## src/rtl/pipe_stage_ctrl_pkg.sv

```systemverilog
// pipe_stage_ctrl_pkg: shared FSM encoding, default depth and stage indices for the pipeline controller
package pipe_stage_ctrl_pkg;
   typedef enum logic [1:0] {RUN = 2'd0, DRAIN = 2'd1, ACK = 2'd2} state_t;
   localparam int NUM_STAGES_DEF = 4;
   localparam int STG_FETCH = 0;
   localparam int STG_DCD   = 1;
   localparam int STG_EXE   = 2;
   localparam int STG_RF    = 3;
endpackage

```

## src/rtl/pipe_stage_ctrl_if.sv

```systemverilog
// pipe_stage_ctrl_if: stall/flush/interrupt inputs and enable/valid/ack/count outputs; master = stall sources, slave = controller
interface pipe_stage_ctrl_if
   import pipe_stage_ctrl_pkg::*;
#(
   parameter int NUM_STAGES = NUM_STAGES_DEF,
   parameter int CNT_W      = 16
) ();
   logic                  stallb;
   logic [NUM_STAGES-1:0] stall_req;
   logic [NUM_STAGES-1:0] flush_req;
   logic                  interrupt;
   logic                  int_mask;
   logic [NUM_STAGES-1:0] stg_en;
   logic [NUM_STAGES-1:0] stg_vld;
   logic                  int_ack;
   logic                  draining;
   logic [CNT_W-1:0]      stall_cnt;
   modport master (
      output stallb, stall_req, flush_req, interrupt, int_mask,
      input  stg_en, stg_vld, int_ack, draining, stall_cnt
   );
   modport slave (
      input  stallb, stall_req, flush_req, interrupt, int_mask,
      output stg_en, stg_vld, int_ack, draining, stall_cnt
   );
endinterface

```

## src/rtl/pipe_vld_chain.sv

```systemverilog
// pipe_vld_chain: hold mask, stage enables and valid/bubble chain; in stallb/stall_req/flush_req/fetch_ok, out stg_en/stg_vld
module pipe_vld_chain #(
   parameter int NUM_STAGES = 4
) (
   input  logic                  clk,
   input  logic                  reset,
   input  logic                  stallb,
   input  logic [NUM_STAGES-1:0] stall_req,
   input  logic [NUM_STAGES-1:0] flush_req,
   input  logic                  fetch_ok,
   output logic [NUM_STAGES-1:0] stg_en,
   output logic [NUM_STAGES-1:0] stg_vld
);
   logic [NUM_STAGES-1:0] hold;
   logic [NUM_STAGES-1:0] src;
   for (genvar g = 0; g < NUM_STAGES; g++) begin : g_stg
      assign hold[g] = |stall_req[NUM_STAGES-1:g];
      if (g == 0) begin : g_head
         assign src[g] = fetch_ok;
      end else begin : g_body
         assign src[g] = stg_en[g-1] & stg_vld[g-1];
      end
   end
   assign stg_en = {NUM_STAGES{stallb}} & ~hold;
   always_ff @(posedge clk or posedge reset)
      if (reset) stg_vld <= '0;
      else stg_vld <= ~flush_req & ((stg_en & src) | (~stg_en & stg_vld));
endmodule

```

## src/rtl/pipe_stage_ctrl.sv

```systemverilog
// pipe_stage_ctrl: N-stage enable/valid controller with interrupt drain; ports clk, reset, bus (slave: stalls/flush/irq in; en/vld/ack/draining/stall_cnt out)
module pipe_stage_ctrl
   import pipe_stage_ctrl_pkg::*;
#(
   parameter int NUM_STAGES = NUM_STAGES_DEF,
   parameter int DRAIN_MAX  = 15,
   parameter int CNT_W      = 16
) (
   input logic              clk,
   input logic              reset,
   pipe_stage_ctrl_if.slave bus
);
   localparam int DW = $clog2(DRAIN_MAX + 1);
   state_t           state, state_n;
   logic [DW-1:0]    dcnt, dcnt_n, dcnt_inc;
   logic             int_pend, int_accept, fetch_ok;
   logic [CNT_W-1:0] scnt;
   pipe_vld_chain #(.NUM_STAGES(NUM_STAGES)) u_chain (
      .clk       (clk),
      .reset     (reset),
      .stallb    (bus.stallb),
      .stall_req (bus.stall_req),
      .flush_req (bus.flush_req),
      .fetch_ok  (fetch_ok),
      .stg_en    (bus.stg_en),
      .stg_vld   (bus.stg_vld)
   );
   always_comb begin
      int_accept = int_pend & (state == RUN) & bus.stallb;
      fetch_ok   = (state == RUN) & ~int_accept;
      dcnt_inc   = (bus.stallb && dcnt != DW'(DRAIN_MAX)) ? dcnt + DW'(1) : dcnt;
      state_n    = state;
      dcnt_n     = dcnt;
      case (state)
         RUN: if (int_accept) begin
            state_n = DRAIN;
            dcnt_n  = '0;
         end
         DRAIN: begin
            dcnt_n  = dcnt_inc;
            state_n = (bus.stg_vld == '0 || dcnt_inc == DW'(DRAIN_MAX)) ? ACK : DRAIN;
         end
         default: state_n = RUN;
      endcase
   end
   always_ff @(posedge clk or posedge reset)
      if (reset) begin
         state    <= RUN;
         dcnt     <= '0;
         int_pend <= 1'b0;
         scnt     <= '0;
      end else begin
         state    <= state_n;
         dcnt     <= dcnt_n;
         int_pend <= (bus.interrupt & ~bus.int_mask) | (int_pend & (state != ACK));
         if ((~bus.stallb | (|bus.stall_req)) & ~(&scnt)) scnt <= scnt + CNT_W'(1);
      end
   assign bus.int_ack   = (state == ACK);
   assign bus.draining  = (state == DRAIN);
   assign bus.stall_cnt = scnt;
endmodule
```

## src/flat_wrapper.sv

```systemverilog
// flat-port wrapper written by rule: the top's interface ports become plain ports
module pipe_stage_ctrl_flat import pipe_stage_ctrl_pkg::*;
#(
   parameter int NUM_STAGES = NUM_STAGES_DEF,
   parameter int DRAIN_MAX  = 15,
   parameter int CNT_W      = 16
)
  (clk, reset, bus_stallb, bus_stall_req, bus_flush_req, bus_interrupt, bus_int_mask, bus_stg_en, bus_stg_vld, bus_int_ack, bus_draining, bus_stall_cnt);
  pipe_stage_ctrl_if #(.NUM_STAGES(NUM_STAGES), .CNT_W(CNT_W)) bus_i ();
  input logic clk;
  input logic reset;
  input wire logic [$bits(bus_i.stallb)-1:0] bus_stallb;
  input wire logic [$bits(bus_i.stall_req)-1:0] bus_stall_req;
  input wire logic [$bits(bus_i.flush_req)-1:0] bus_flush_req;
  input wire logic [$bits(bus_i.interrupt)-1:0] bus_interrupt;
  input wire logic [$bits(bus_i.int_mask)-1:0] bus_int_mask;
  output wire logic [$bits(bus_i.stg_en)-1:0] bus_stg_en;
  output wire logic [$bits(bus_i.stg_vld)-1:0] bus_stg_vld;
  output wire logic [$bits(bus_i.int_ack)-1:0] bus_int_ack;
  output wire logic [$bits(bus_i.draining)-1:0] bus_draining;
  output wire logic [$bits(bus_i.stall_cnt)-1:0] bus_stall_cnt;
  assign bus_i.stallb = bus_stallb;
  assign bus_i.stall_req = bus_stall_req;
  assign bus_i.flush_req = bus_flush_req;
  assign bus_i.interrupt = bus_interrupt;
  assign bus_i.int_mask = bus_int_mask;
  assign bus_stg_en = bus_i.stg_en;
  assign bus_stg_vld = bus_i.stg_vld;
  assign bus_int_ack = bus_i.int_ack;
  assign bus_draining = bus_i.draining;
  assign bus_stall_cnt = bus_i.stall_cnt;
  pipe_stage_ctrl #(.NUM_STAGES(NUM_STAGES), .DRAIN_MAX(DRAIN_MAX), .CNT_W(CNT_W)) u_core (.clk(clk), .reset(reset), .bus(bus_i));
endmodule
```

## config.mk

```make
export PLATFORM = sky130hd
export DESIGN_NAME = pipe_stage_ctrl_flat
export DESIGN_NICKNAME = d
export VERILOG_FILES = /design/src/rtl/pipe_stage_ctrl_pkg.sv /design/src/rtl/pipe_stage_ctrl_if.sv /design/src/rtl/pipe_vld_chain.sv /design/src/rtl/pipe_stage_ctrl.sv /design/src/flat_wrapper.sv
export SDC_FILE = /design/constraint.sdc
export NUM_CORES = 1
export LEC_CHECK = 0
export BUFFER_PORTS_ARGS = -buffer_cell sky130_fd_sc_hd__buf_4
export CAP_MARGIN = 20
export CORE_ASPECT_RATIO = 1.4
export CORE_MARGIN = 3
export CORE_UTILIZATION = 45
export CTS_BUF_LIST = sky130_fd_sc_hd__clkbuf_2 sky130_fd_sc_hd__clkbuf_4 sky130_fd_sc_hd__clkbuf_8
export DETAILED_ROUTE_END_ITERATION = 6
export PLACE_DENSITY = 0.77
export RECOVER_POWER = 100
export SLEW_MARGIN = 20
export SYNTH_ARGS = -nofsm -noshare
export SYNTH_HDL_FRONTEND = slang
export SYNTH_SLANG_ARGS = --single-unit
export TNS_END_PERCENT = 5
```

## constraint.sdc

```tcl
create_clock -name clk -period 1.45 [get_ports clk]
set_input_delay 0.0725 -clock clk [delete_from_list [all_inputs] [get_ports clk]]
set_output_delay 0.0725 -clock clk [all_outputs]
set_load 0.005 [all_outputs]
```

# After elaboration in Yosys (flattened, before gate mapping)
# Index checks and enable logic that the tools add are counted.
# totals
out_inout_bits	26
input_bits	13
mem_bits_ro	0
memories	0
mem_bits_rw	0
latchBits	0
word_cells	52
register_bits	27
# op_classes
n_reduce_logical	10
div	0
bitwise	23
mux	6
add_sub_neg	2
n_mul	0
n_eq_ne	6
n_lt_le_gt_ge	0
shifts	0
# ops
operator	count
16-bit by 1-bit adder with 16-bit output, second input constant	1
4-bit bitwise AND	4
16-bit AND reduction	1
4-bit inverter	3
1-bit bitwise AND	9
4-bit two-way mux	2
4-bit one-hot mux with 2 select lines	1
4-bit by 1-bit adder with 4-bit output, second input constant	1
4-bit == test, second input constant	1
4-bit zero test	1
2-bit two-way mux	2
4-bit inequality test, second input constant	1
1-bit inverter	4
4-bit OR	1
2-bit one-hot mux with 2 select lines	1
4-bit OR reduction	1
3-bit OR reduction	1
2-bit by 1-bit == test with 1-bit output, second input constant	1
2-bit == test, second input constant	1
2-bit zero test	1
2-bit by 1-bit inequality test with 1-bit output, second input constant	1
2-bit inequality test, second input constant	1
1-bit OR	2
2-bit AND reduction	1
other kinds (4)	4

# Depth between registers and ports, before layout
# depth
depth_word	8
mapped_depth	5
depth_no_buf	5

# Hierarchy
# Synthesis repeated with hierarchy kept, for this count alone.
# unflattened
cells_unflattened	143
hier_area_um2	1498.9
# modules_own_cells
mod	cells_per_inst	seq_area_each_um2	area_per_inst_um2	instances
pipe_stage_ctrl	122	575.6	1266.2	1
pipe_vld_chain	21	100.1	232.7	1

# Worst setup path after synthesis
# No wires, ideal clock.
# synth_timing
path_type	register to register
start	register u_core.dcnt[0]
end	register u_core.dcnt[3]
synth_period_minus_slack_ns	1.618
slack_ns	-0.168
path_stages_with_launch	5
setup_ns	0.123
required_time_ns	1.327
arrival_ns	1.494
path_buffers	0
cell_sequence	dfrtp_1 -> ha_1 -> or4b_2 -> o21ai_0 -> a21oi_1
# synth_between
elab_chain_cells	4
word_cells_on_any_way	5
cone_classes	add/sub (1); eq/ne (1); mux (2); reduce/logical (1)
# synth_rtl
element	line	rtl
start: declaration	pipe_stage_ctrl.sv:15	logic [DW-1:0] dcnt, dcnt_n, dcnt_inc;
start signal: assignment	pipe_stage_ctrl.sv:54	dcnt <= dcnt_n;
parallel branches: the longest is 2 deep, another holds 4-bit by 1-bit adder with 4-bit output	--	
4-bit two-way mux (*)	pipe_stage_ctrl.sv:31	dcnt_inc = (bus.stallb && dcnt != DW'(DRAIN_MAX)) ? dcnt + DW'(1) : dcnt;
4-bit one-hot mux with 2 select lines (*)	pipe_stage_ctrl.sv:34	case (state)
# Mark *: on every way between the ends.
# A chain may end at the register's enable or synchronous reset.

# Final worst setup path
# layout_timing
start	register u_core.scnt[6], in the netlist u_core.bus.stall_cnt[6]
end	register u_core.scnt[1], in the netlist u_core.bus.stall_cnt[1]
# layout_between
elab_chain_cells	3
# layout_rtl
element	line	rtl
start: declaration	pipe_stage_ctrl.sv:17	logic [CNT_W-1:0] scnt;
start signal: assignment	pipe_stage_ctrl.sv:56	if ((~bus.stallb | (|bus.stall_req)) & ~(&scnt)) scnt <= scnt + CNT_W'(1);
16-bit AND reduction	pipe_stage_ctrl.sv:56	
1-bit inverter	pipe_stage_ctrl.sv:56	
1-bit bitwise AND	pipe_stage_ctrl.sv:56	
# Every way passes these cells.

==> flow_metrics.py <==
metrics = {
    "floorplan": {
        "num_rows": 24,
        "core_sq_mm": 0.003153,
        "die-width_um": 54.88,
        "design.portCount": 39,
        "die_y_um": 74.43,
        "start_util": 0.4774,
        "dieArea_sq_mm": 0.004085,
    },
    "clock_tree": {
        "cts_tree": "built",
        "numCtsBuffers": 3,
        "h-tree-depth": 1,
        "cts_num_sinks": 27,
        "clk_pin_slew_ns": 0.10,
        "clk_latency_ns": 0.28,
        "root_buffer": "clkbuf_8",
        "clockBufferDepth": 2,
    },
    "timing": {
        "period_share": 1.075,
        "skew_ns": 0.002844,
        "layout_setup_ws_ns": -0.1088,
        "relSlewSlack": 0.5540,
        "hold_violations": 0,
        "drv_slew": 0,
        "rsz0062_at_grt": "true",
        "period_needed_ns": 1.559,
        "worst_pin_slew_ns": 0.6690,
        "clock.fmax_ghz": 0.6415,
        "setup_viol": 11,
    },
    "place": {
        "place_ws_ns": -0.1336,
        "dp_cells": 255,
        "dpl_cell_area_sq_mm": 0.002071,
        "gp_congestion": 0.8571,
        "dpl.hpwl_mm": 3.041,
        "port_buffers": 38,
    },
    "synthesis": {
        "synth_top_family_by_area": "simple AND/OR/NAND/NOR gates",
        "yosys.area.top_type_share": 0.4489,
        "synth_edf_count": 0,
        "yosysSeqAreaShare": 0.4489,
        "synth_nets": 164,
        "synth_adder_area_share": 0.01663,
        "synth_top_cell_by_area": "dfrtp_1",
        "muxShareOfSynthArea": 0.01663,
        "synth_compound_area_frac": 0.1388,
        "synth_flop_cell": "dfrtp_1",
        "synth-simple-area-share": 0.2552,
        "synthTopCellsByArea": "dfrtp_1, xor2_1, a21oi_1",
        "syn_inst": 149,
        "ys_seq_elements": 27,
        "synth_area_sq_mm": 0.001505,
        "syn_area_per_cell_sq_um": 10.10,
        "yosysWarnings": 0,
        "netlist-cell-type-count": 41,
        "synth_xor_area_frac": 0.08728,
        "async_flop_share": 1.000,
    },
    "setup_path": {
        "crit_family": "simple AND/OR/NAND/NOR gates",
        "max_stage_delay_ns": 0.44,
        "cp.depth": 4,
        "r2r_slack_ns": -0.11,
        "r2r-end": "u_core.bus.stall_cnt[1]",
        "crit_chain": "nand4_1 > nor4_4 > a21oi_2 > mux2_4",
        "crit_type": "reg2reg",
        "cp-start-kind": "flip-flop",
        "cp_max_fo": 5,
        "slowest_stage": "nor4_4",
        "r2r-start": "u_core.bus.stall_cnt[6]",
        "crit_required_ns": 1.62,
        "endpoint_kind": "flip-flop",
        "reg2regPathDepth": 4,
        "cp.arrival_ns": 1.73,
        "critPathBufInv": 0,
    },
    "final_layout": {
        "diodes": 0,
        "final_cell_mix": "buf_4, dfrtp_1, xor2_1",
        "final_common_cell": "buf_4",
        "nets": 245,
        "utilization": 0.7298,
        "fillers": 229,
        "fin_cells": 268,
        "drive_above_1_share": 0.4541,
        "design_area_sq_mm": 0.002301,
        "area_delta_synth_final_pct": 52.87,
    },
    "power": {
        "ir_worst_vdd_uv": 1335,
        "p_leak_nw": 1.083,
        "fin_total_pwr_w": 0.003116,
        "power.density_mw_per_mm2": 1354,
    },
    "global_routing": {
        "antenna_found_initial": 0,
        "grtUsageMet2": 0.4092,
        "grt_max_degree": 28,
        "grt_busiest_layer": "met2",
        "use_met1": 0.2439,
        "overflow": 0,
        "track_usage": 0.2238,
        "grt_pass1_vias": 1504,
        "met3_usage": 0.02405,
        "grt_pass1_wl_mm": 6.651,
    },
    "routing": {
        "first_iter_violations": 42,
        "drt-pass1-iter-count": 4,
        "drc": 0,
        "viasPerCell": 5.504,
        "vias": 1475,
        "wl_mm": 4.143,
        "ant_nets": 0,
        "detail_route.wl_per_cell_um": 15.46,
    },
    "status": {
        "status": "finished, violations left",
        "violations": "negative setup slack",
    },
    "min_path": {
        "worstHoldPathCells": 3,
        "hp-start": "bus_interrupt",
        "worstHoldEndpoint": "u_core.int_pend",
        "hp-class": "in2reg",
    },
    "flow_run": {
        "max-cap-violations": 0,
    },
}
-- area by class of cell --
cell class	instances	area, sq um	share of cell area
well taps	39	48.80	0.02121
repair buffers	79	601.8	0.2616
clock buffers	3	41.29	0.01794
multi-input cells	110	889.6	0.3866
inverters	9	33.78	0.01468
flip-flops and latches	27	678.2	0.2947
clock inverters	1	7.507	0.003263
-- metrics by stage --
step,hold WS (ns),TNS (ns)
3_3_place_gp,0.1594,-0.4077
5_1_grt,0.05842,-2.289
6_report,0.04765,-0.8154
2_1_floorplan,0.1252,-0.3972
4_1_cts,0.04583,-0.2032
3_5_place_dp,0.1607,-1.114
-- per-layer routing --
metal  vias to the layer above  wire length [um]
met2                        26              2388
met4                         0                99
li1                        701                 -
met1                       739              1561
met5                         -                 0
met3                         9                94
-- worst min-delay path: cells and delay by family --
kind,cells,cell delay [ns]
compound gates,1,0.07
buf+inv,2,0.15
-- state kept, by name, indices dropped and copies added, names as in the netlist --
register,flops
u_core.bus.stall_cnt,16
u_core.u_chain.stg_vld,4
u_core.int_pend,1
u_core.dcnt,4
u_core.state,2
-- kinds of logic after synthesis --
logic type,count (synthesis)
multiplexers,2
AO/OA/AOI/OAI,31
adder cells (fa/ha/maj),2
AND/OR/NAND/NOR,60
flip-flops,27
XOR/XNOR,15
buffers and inverters,12
-- Yosys cell counts (all sizes together), types with 5 or more instances --
master  instances
a21oi          11
dfrtp          27
inv             9
nand2          10
nand3           6
nor2            6
nor3            7
nor4            5
o21ai           9
xor2           13
-- report_power, final --
part	switching (W)	internal, W
registers	0.000198	0.000962
clock network	0.000251	0.000196
logic	0.000713	0.000797
-- how the worst max path moves through the flow --
stage                             startpoint                       end  slack, ns
floorplan           u_core.bus.stall_cnt[12]   u_core.bus.stall_cnt[1]      -0.11
global placement              u_core.dcnt[0]            u_core.dcnt[3]      -0.07
detailed placement   u_core.bus.stall_cnt[1]  u_core.bus.stall_cnt[13]      -0.13
CTS                  u_core.bus.stall_cnt[5]   u_core.bus.stall_cnt[1]      -0.05
global route         u_core.bus.stall_cnt[6]   u_core.bus.stall_cnt[7]      -0.22
finish               u_core.bus.stall_cnt[6]   u_core.bus.stall_cnt[1]      -0.11
-- timing repair --
item	in CTS	in global routing
hold endpoints to repair	32	0
hold buffers	6	0
endpoints found under the setup margin	15	19
pin swaps	5	8
buffers inserted	1	2
gates resized for setup	11	14
Note: power is estimated with default switching activity, not from simulation.
